<file path="src/rtl/mem_wb_stage.sv">
// Memory/writeback stage: store issue over a req/gnt bus, load alignment, GPR/CSR writeback.
// Build option STORE_BUF_EN: one-entry store buffer so non-memory ops retire under an outstanding store.
module mem_wb_stage #(
    parameter int XLEN   = 32,
    parameter int REG_AW = 5,
    parameter int CSR_AW = 12
) (
    input  logic              clk,
    input  logic              rst,
    input  logic              ex_w_reg_enable_i,
    input  logic              mem_w_reg_enable_i,
    input  logic [REG_AW-1:0] w_reg_addr_i,
    input  logic [XLEN-1:0]   ex_w_reg_data_i,
    input  logic [XLEN-1:0]   w_mem_addr_i,
    input  logic              w_mem_enable_i,
    input  logic [XLEN-1:0]   w_mem_data_i,
    input  logic [2:0]        data_type_i,
    input  logic [XLEN-1:0]   r_mem_data_i,
    input  logic              ex_w_csr_enable_i,
    input  logic [CSR_AW-1:0] ex_w_csr_addr_i,
    input  logic [XLEN-1:0]   ex_w_csr_data_i,
    output logic              dmem_req_o,
    output logic [XLEN-1:0]   dmem_addr_o,
    output logic [XLEN-1:0]   dmem_wdata_o,
    output logic [3:0]        dmem_be_o,
    input  logic              dmem_gnt_i,
    output logic              hold_req_o,
    output logic              misalign_o,
    output logic              wb_reg_enable_o,
    output logic [REG_AW-1:0] wb_reg_addr_o,
    output logic [XLEN-1:0]   wb_reg_data_o,
    output logic              wb_csr_enable_o,
    output logic [CSR_AW-1:0] wb_csr_addr_o,
    output logic [XLEN-1:0]   wb_csr_data_o
);

    localparam logic [2:0] DT_B  = 3'd1;
    localparam logic [2:0] DT_BU = 3'd2;
    localparam logic [2:0] DT_H  = 3'd3;
    localparam logic [2:0] DT_HU = 3'd4;
    localparam logic [2:0] DT_W  = 3'd5;

    typedef enum logic {IDLE, REQ} state_t;

    state_t          state;
    state_t          state_next;

    logic [1:0]      lane;
    logic            is_byte;
    logic            is_half;
    logic            is_word;
    logic            misaligned;
    logic            mem_op;
    logic            accept;
    logic            store_valid;
    logic            capture;
    logic            mis_event;
    logic            reg_write;
    logic [7:0]      load_byte;
    logic [15:0]     load_half;
    logic [XLEN-1:0] load_data;
    logic [XLEN-1:0] st_wdata;
    logic [3:0]      st_be;

    // NOTE: every signal driven here gets a default first, so no path can infer a latch.
    always_comb begin
        lane       = w_mem_addr_i[1:0];
        is_byte    = (data_type_i == DT_B) || (data_type_i == DT_BU);
        is_half    = (data_type_i == DT_H) || (data_type_i == DT_HU);
        is_word    = (data_type_i == DT_W);
        misaligned = (is_half && lane[0]) || (is_word && (lane != 2'b00));
        mem_op     = w_mem_enable_i || mem_w_reg_enable_i;
    end

    // Everything below acts only on an op that is not being held upstream.
    always_comb begin
        accept      = !hold_req_o;
        store_valid = w_mem_enable_i && (is_byte || is_half || is_word);
        capture     = accept && store_valid && !misaligned;
        mis_event   = accept && (store_valid || mem_w_reg_enable_i) && misaligned;
        reg_write   = accept && (w_reg_addr_i != '0)
                      && (ex_w_reg_enable_i || (mem_w_reg_enable_i && !misaligned));
    end

    always_comb begin
        load_byte = r_mem_data_i[{lane, 3'b000} +: 8];
        load_half = r_mem_data_i[{lane[1], 4'b0000} +: 16];
        load_data = r_mem_data_i;
        case (data_type_i)
            DT_B:    load_data = {{(XLEN-8){load_byte[7]}}, load_byte};
            DT_BU:   load_data = {{(XLEN-8){1'b0}}, load_byte};
            DT_H:    load_data = {{(XLEN-16){load_half[15]}}, load_half};
            DT_HU:   load_data = {{(XLEN-16){1'b0}}, load_half};
            default: load_data = r_mem_data_i;
        endcase
    end

    // Sub-word stores replicate the payload into every lane; byte enables pick the live one.
    always_comb begin
        st_be    = 4'b1111;
        st_wdata = w_mem_data_i;
        if (is_byte) begin
            st_be    = 4'b0001 << lane;
            st_wdata = {4{w_mem_data_i[7:0]}};
        end else if (is_half) begin
            st_be    = 4'b0011 << lane;
            st_wdata = {2{w_mem_data_i[15:0]}};
        end
    end

    // NOTE: synchronous reset, sampled on the clock edge like any other input.
    always_ff @(posedge clk) begin
        if (rst) begin
            state <= IDLE;
        end else begin
            state <= state_next;
        end
    end

    always_comb begin
        state_next = state;
        case (state)
            IDLE:    if (capture) state_next = REQ;
            REQ:     if (dmem_gnt_i) state_next = capture ? REQ : IDLE;
            default: state_next = IDLE;
        endcase
    end

    always_comb begin
        dmem_req_o = (state == REQ);
`ifdef STORE_BUF_EN
        hold_req_o = (state == REQ) && mem_op && !dmem_gnt_i;
`else
        hold_req_o = (state == REQ);
`endif
    end

    // NOTE: sequential state uses non-blocking assignments so all registers sample the same pre-edge values.
    always_ff @(posedge clk) begin
        if (rst) begin
            misalign_o      <= 1'b0;
            wb_reg_enable_o <= 1'b0;
            wb_reg_addr_o   <= '0;
            wb_reg_data_o   <= '0;
            wb_csr_enable_o <= 1'b0;
            wb_csr_addr_o   <= '0;
            wb_csr_data_o   <= '0;
            dmem_addr_o     <= '0;
            dmem_wdata_o    <= '0;
            dmem_be_o       <= '0;
        end else begin
            misalign_o      <= mis_event;
            wb_reg_enable_o <= reg_write;
            wb_csr_enable_o <= accept && ex_w_csr_enable_i;
            if (accept) begin
                wb_reg_addr_o <= w_reg_addr_i;
                wb_reg_data_o <= ex_w_reg_enable_i ? ex_w_reg_data_i : load_data;
                wb_csr_addr_o <= ex_w_csr_addr_i;
                wb_csr_data_o <= ex_w_csr_data_i;
            end
            // Payload only changes on capture, so it stays stable for the whole request.
            if (capture) begin
                dmem_addr_o  <= {w_mem_addr_i[XLEN-1:2], 2'b00};
                dmem_wdata_o <= st_wdata;
                dmem_be_o    <= st_be;
            end
        end
    end

endmodule

</file>
<file path="config.mk">
export PLATFORM = sky130hd
export DESIGN_NAME = mem_wb_stage
export DESIGN_NICKNAME = d
export VERILOG_FILES = /design/src/rtl/mem_wb_stage.sv
export SDC_FILE = /design/constraint.sdc
export NUM_CORES = 1
export LEC_CHECK = 0
export ABC_AREA = 0
export CORE_AREA = 2 2 134 136
export CTS_BUF_LIST = sky130_fd_sc_hd__clkbuf_4
export DETAILED_ROUTE_END_ITERATION = 10
export DIE_AREA = 0 0 136 138
export HOLD_SLACK_MARGIN = 0.05
export PLACE_DENSITY = 0.85
export SLEW_MARGIN = 20
export SYNTH_ARGS = -nofsm -noshare
export SYNTH_HDL_FRONTEND = slang
export SYNTH_SLANG_ARGS = --single-unit
</file>
<file path="constraint.sdc">
create_clock -name clk -period 5.6 [get_ports clk]
set_clock_uncertainty 0.1 [all_clocks]
set_input_delay 1.12 -clock clk [delete_from_list [all_inputs] [get_ports clk]]
set_output_delay 1.12 -clock clk [all_outputs]
set_load 0.01 [all_outputs]
</file>
==> results of run 1 <==
==> area by class of cell <==
type                       count  area [µm²]
fill                        1541        7176
timing repair buffer         347        3448
multi-input combinational    571        3296
sequential                   151        3027
tap                          229       286.5
clock inverter                15       145.1
clock buffer                  17       127.6
inverter                       7       26.28
antenna                        1       2.502
==> per-stage QoR <==
step | std cells | worst slack [ns] | instance area [µm²] | hold slack (ns)
finish | 1338 | 1.737 | 10360 | 0.3610
global route | 1338 | 1.533 | 10360 | 0.3900
CTS | 1337 | 1.828 | 10360 | 0.3640
detailed placement | 1305 | 1.256 | 10080 | 0.3434
global placement | 1305 | 1.393 | 10080 | 0.3340
floorplan | 796 | 2.274 | 6613 | 0.3761
==> metal layers <==
layer | vias to the layer above | share of wire [%] | track usage, %
met5 | - | 0 | 0
met3 | 40 | 8.2 | 7.591
li1 | 3380 | - | -
met4 | 0 | 2.4 | 8.662
met2 | 319 | 50 | 42.42
met1 | 3338 | 40 | 30.59
==> cell families after synthesis <==
logic type	count (synthesis)	synth area share, %
muxes	67	10.37
buffers and inverters	74	4.601
AOI/OAI and AO/OA	210	20.01
and+or+nand+nor	286	17.91
other	1	0.05674
DFF	151	45.74
xor gates and xnor gates	2	0.5491
adders and majority gates	4	0.7573
==> cells in the mapped netlist (12+ instances only) <==
cell and count:
o21ai_0 52, a211oi_1 19, nor2_1 93, buf_2 12, mux2i_1 64, nand2_1 146
clkbuf_1 47, a21oi_1 77, nor3_1 14, a2111oi_0 15, dfxtp_1 151
==> power groups by stage <==
stage          Clock (W)  Combinational, W  Sequential [W]
3_5_place_dp           0          0.000674         0.00123
3_3_place_gp           0          0.000663         0.00123
6_report        0.000670          0.000676         0.00121
5_1_grt         0.000741          0.000729         0.00122
4_1_cts         0.000699          0.000678         0.00121
2_1_floorplan          0          0.000247         0.00127
==> worst max-delay path by stage <==
stage,from,end,slack [ns]
floorplan,w_mem_addr_i[0],dmem_addr_o[30],2.27
global placement,w_mem_addr_i[1],dmem_be_o[1],1.39
detailed placement,w_mem_addr_i[1],dmem_wdata_o[10],1.26
CTS,w_mem_addr_i[1],dmem_be_o[1],1.83
global route,w_mem_addr_i[1],dmem_wdata_o[13],1.53
finish,w_mem_addr_i[1],dmem_wdata_o[11],1.74
==> worst register-to-register path, cell delays in order, from the launching register on <==
cell and delay [ns]:
dfxtp_4 0.40, buf_4 0.75, nor2_1 0.12, buf_4 0.26, and2_0 0.31, a22o_1 0.29
a221o_1 0.30
==> registers in the layout (all words and copies together), names as in the netlist <==
register / cells
dmem_wdata_o: 32
wb_csr_data_o: 32
wb_reg_data_o: 32
dmem_addr_o: 30
wb_csr_addr_o: 12
wb_reg_addr_o: 5
dmem_be_o: 4
dmem_req_o: 1
misalign_o: 1
wb_csr_enable_o: 1
wb_reg_enable_o: 1
==> flow_metrics.py, run 1 <==
metrics = {
    "die": {
        "num_rows": 49,
        "dieArea_um2": 18770,
        "core_area_um2": 17530,
        "start_util_pct": 37.69,
        "die_x_um": 136,
        "fp.dieH_um": 138,
        "io-pin-count": 341,
    },
    "yosys": {
        "synth_flop_cell": "dfxtp_1",
        "synth_largest_area_cell": "dfxtp_1",
        "netlist_area_um2": 6609,
        "yosys.cell_types.count": 44,
        "synth_top_area_share_pct": 45.74,
        "yosysWarnings": 0,
        "async_flop_share_pct": 0,
        "yosysSeqAreaShare_pct": 45.74,
        "avgSynthCellArea_um2": 8.313,
        "synth-seq-cells": 151,
        "synth_edf_count": 0,
        "syn-instance-count": 795,
        "synthTopCellsByArea": "dfxtp_1 46%, mux2i_1 9.7%, nand2_1 8.3%",
    },
    "sta": {
        "setup_viol": 0,
        "period_share_pct": 68.98,
        "tightestPinTransition_ns": 1.054,
        "maxSlewHeadroom_pct": 29.77,
        "fmax_ghz": 0.2589,
        "hold_violations": 0,
        "layout_min_cycle_time_ns": 3.863,
        "final_max_slew_viol_count": 0,
        "setup-tns-final_ns": 0,
        "rsz0062_at_grt": "false",
    },
    "grt": {
        "grt_max_degree": 90,
        "grt_pass1_vias": 7000,
        "antenna_found_initial": 1,
        "track_usage_pct": 25.27,
        "globalRouteOverflowTotal": 0,
        "grt_pass1_wl_um": 37480,
    },
    "route": {
        "dr.pass1.iters": 5,
        "drt-initial-drc-count": 543,
        "ant_nets": 0,
        "drt-vias-per-instance": 5.289,
        "wl_per_cell_um": 17.82,
        "drt_wl_total_um": 23840,
        "vias": 7077,
        "remaining_drc_errors": 0,
    },
    "worst_setup_path": {
        "crit_path_end_kind": "flop",
        "cpPeakStageDelay_ns": 0.78,
        "ff2ff_setup_slack_ns": 2.98,
        "cp.required_ns": 5.92,
        "r2r_start": "dmem_req_o",
        "startpoint_type": "primary input",
        "reg2regPathDepth": 6,
        "cp_max_fo": 89,
        "crit_chain": "clkdlybuf4s50_1 -> inv_1 -> ha_1 -> nor4bb_1 -> a221o_1 -> nor3_4 -> buf_4 -> nor2_1 -> a311oi_1",
        "cp.arrival_ns": 4.18,
        "cp_num_cells": 9,
        "worstSetupPathType": "primary input to flop",
        "critPathBufInv": 3,
        "slowest_stage": "clkdlybuf4s50_1",
        "cp_top_family": "buffers and inverters",
        "worst_r2r_endpoint": "wb_reg_data_o[6]",
    },
    "clocking": {
        "clk-insertion-delay-late_ns": 0.51,
        "root_buffer": "clkbuf_4",
        "h-tree-depth": 4,
        "cts_made_buffers": 17,
        "post_cts_resized": 0,
        "clk_pin_slew_ns": 0.14,
        "cts_hold_buffers": 0,
        "cts_tree": "built",
        "postCtsSetupBuffers": 0,
        "clockBufferDepth": 2,
        "clkSinkCount": 151,
    },
    "flow_run": {
        "maxCapViolCount": 0,
    },
    "cells_and_area": {
        "final_cell_mix": "337 x clkdlybuf4s50_1, 150 x dfxtp_1, 146 x nand2_1",
        "utilization_pct": 59.08,
        "syn2layout_area_growth_pct": 56.74,
        "final_common_cell": "clkdlybuf4s50_1",
        "nNetsFinal": 1286,
        "drive_gt1_share_pct": 5.054,
    },
    "run_status": {
        "status": "completed",
    },
    "power_and_ir_drop": {
        "p_clk_share_pct": 26.2,
        "vdd_drop_max_v": 0.0001617,
        "design_power_total_w": 0.002554,
        "swShare_pct": 31.07,
        "p_leak_nw": 3.815,
        "pwr-share-comb_pct": 26.5,
        "p_int_w": 0.001760,
        "power-per-cell-area_nw_per_um2": 246.5,
        "p_switching_w": 0.0007934,
        "power_frac_seq_pct": 47.3,
    },
    "place": {
        "post-dp-hpwl_um": 17190,
        "gp_congestion": 0.8827,
        "port_buffers": 338,
    },
    "min_path": {
        "hold_path_class": "flop to flop",
        "holdPathEnd": "dmem_addr_o[26]",
        "holdCritStartpoint": "dmem_addr_o[26]",
        "whs_path_depth": 2,
    },
}
(Power assumes the default switching activity.)
==> inputs of run 2 (changes only) <==
clock period = 3.9 ns   (was 5.6 ns; I/O delays follow)
==> run 2 against run 1 <==
  * Global-route usage down 0.70 points
  * Via count about the same
  * Wire length down 1.2%
  * Clock-buffer cell count unchanged
  * Sequential share of layout area down 0.26 points
  * Worst hold slack better by 0.00097 ns
  * Sequential cell count unchanged
  * Largest cell class unchanged
  * Design area up 0.91%
  * Core utilization up 0.54 points
  * Critical path type unchanged
==> flow_metrics.py, run 2 (synthesized netlist as in run 1, its figures left out) <==
metrics = {
    "worst_setup_path": {
        "crit_chain": "clkdlybuf4s50_1 -> inv_1 -> ha_1 -> nor4bb_1 -> a221o_1 -> or3_2 -> buf_4 -> nor3_1 -> nor3_1",
        "cp.required_ns": 4.21,
        "cp.arrival_ns": 3.19,
        "setup.worst_path.end": "dmem_be_o[2]",
        "cpPeakStageDelay_ns": 0.50,
        "cp_max_fo": 41,
        "r2r_start": "dmem_req_o",
        "reg2regPathDepth": 5,
        "cp_top_family": "buffers and inverters",
        "crit_path_end_kind": "flop",
        "crit_start": "w_mem_addr_i[0]",
        "cp_num_cells": 9,
        "worst_r2r_endpoint": "wb_reg_data_o[0]",
        "startpoint_type": "primary input",
        "slowest_stage": "or3_2",
        "cp_common_cell": "nor3_1",
        "ff2ff_setup_slack_ns": 1.99,
        "critPathBufInv": 3,
        "worstSetupPathType": "primary input to flop",
    },
    "clocking": {
        "cts_made_buffers": 17,
        "root_buffer": "clkbuf_4",
        "clkSinkCount": 151,
        "clk-insertion-delay-late_ns": 0.55,
        "clk_pin_slew_ns": 0.13,
        "clockBufferDepth": 2,
        "cts_tree": "built",
        "post_cts_resized": 0,
        "postCtsSetupBuffers": 0,
        "h-tree-depth": 4,
        "cts_hold_buffers": 0,
    },
    "grt": {
        "track_usage_pct": 24.56,
        "grt_pass1_wl_um": 36400,
        "antenna_found_initial": 1,
        "grt_max_degree": 68,
        "globalRouteOverflowTotal": 0,
        "grt_pass1_vias": 6870,
    },
    "cells_and_area": {
        "drive_gt1_share_pct": 5.987,
        "utilization_pct": 59.61,
        "final_common_cell": "clkdlybuf4s50_1",
        "syn2layout_area_growth_pct": 58.16,
        "multiInputGateArea_um2": 3299,
        "reg_top3": "dmem_wdata_o x32, wb_csr_data_o x32, wb_reg_data_o x32",
        "final_cell_mix": "337 x clkdlybuf4s50_1, 150 x dfxtp_1, 146 x nand2_1",
        "fillers": 1565,
        "regArea_um2": 3027,
        "nNetsFinal": 1297,
    },
    "route": {
        "ant_nets": 0,
        "drt-initial-drc-count": 518,
        "dr.pass1.iters": 5,
        "drt_wl_total_um": 23550,
        "drt-vias-per-instance": 5.248,
        "remaining_drc_errors": 0,
        "vias": 7079,
        "wl_per_cell_um": 17.46,
    },
    "power_and_ir_drop": {
        "power-per-cell-area_nw_per_um2": 351.7,
        "p_leak_nw": 3.861,
        "vdd_drop_max_v": 0.0001896,
    },
    "place": {
        "port_buffers": 338,
        "post-dp-hpwl_um": 17260,
        "gp_congestion": 0.9248,
    },
    "sta": {
        "setup-tns-final_ns": 0,
        "fmax_ghz": 0.3466,
        "tightestPinTransition_ns": 0.8537,
        "maxSlewHeadroom_pct": 43.08,
        "final_max_slew_viol_count": 0,
        "hold_violations": 0,
        "layout_min_cycle_time_ns": 2.885,
        "period_share_pct": 73.98,
        "setup_viol": 0,
        "rsz0062_at_grt": "false",
    },
    "run_status": {
        "status": "completed",
    },
    "flow_run": {
        "maxCapViolCount": 0,
    },
    "die": {
        "core_area_um2": 17530,
        "fp.dieH_um": 138,
        "io-pin-count": 341,
        "dieArea_um2": 18770,
        "start_util_pct": 37.69,
        "die_x_um": 136,
        "num_rows": 49,
    },
    "min_path": {
        "hold_path_class": "flop to flop",
    },
}
[run 2: cell types whose count changed in the layout (fill, tap and decap cells not counted), sizes merged]
cell	change
clkinvlp	+2
inv	+1
clkinv	-3
buf	+11
[run 2: worst min-delay path by stage]
stage                            from  cells past startpoint  slack [ns]                 to
global route          dmem_addr_o[17]                      2        0.39    dmem_addr_o[17]
floorplan                dmem_be_o[1]                      2        0.38       dmem_be_o[1]
global placement    wb_reg_data_o[21]                      2        0.33  wb_reg_data_o[21]
finish                 dmem_addr_o[7]                      2        0.36     dmem_addr_o[7]
detailed placement   wb_reg_data_o[9]                      2        0.34   wb_reg_data_o[9]
CTS                    dmem_addr_o[7]                      2        0.37     dmem_addr_o[7]
[run 2: tightest hold or removal path, cell delays in order (launching register included)]
cell,delay (ns)
dfxtp_1,0.33
nand2_1,0.05
a21oi_1,0.05
[run 2: per-layer routing]
layer  vias up  global-route usage [%]  wire [µm]
met5         -                       0          0
met4         0                   12.34       1051
met3        62                   7.261       2177
met2       366                   39.59      10920
met1      3253                   29.61       9394
li1       3398                       -          -
[run 2: metrics by stage]
stage	cells	area (µm²)	setup WS, ns	hold WS (ns)	total power (W)
finish	1349	10450	1.015	0.3620	0.003676
detailed placement	1316	10180	0.4780	0.3433	0.002744
CTS	1348	10450	1.091	0.3661	0.003712
floorplan	796	6613	0.9145	0.3761	0.002176
global placement	1316	10180	0.4947	0.3336	0.002728
global route	1349	10450	0.8869	0.3852	0.003851
[run 2: power by group]
part | internal [W] | switching (W) | leakage [nW] | total [W]
clock | 0.000330 | 0.000631 | 0.144 | 0.000961
combinational | 0.000535 | 0.000443 | 2.47 | 0.000978
sequential | 0.00167 | 0.0000691 | 1.25 | 0.00174
total | 0.00253 | 0.00114 | 3.86 | 0.00368
[run 2: area by class of cell]
| class | instances | area share (%) |
|---|---|---|
| tap | 229 | 2.741 |
| clock buffer | 17 | 1.221 |
| sequential | 151 | 28.96 |
| inverter | 7 | 0.2514 |
| clock inverter | 15 | 1.341 |
| timing repair buffer | 358 | 33.90 |
| antenna | 1 | 0.02394 |
| multi-input combinational | 571 | 31.57 |
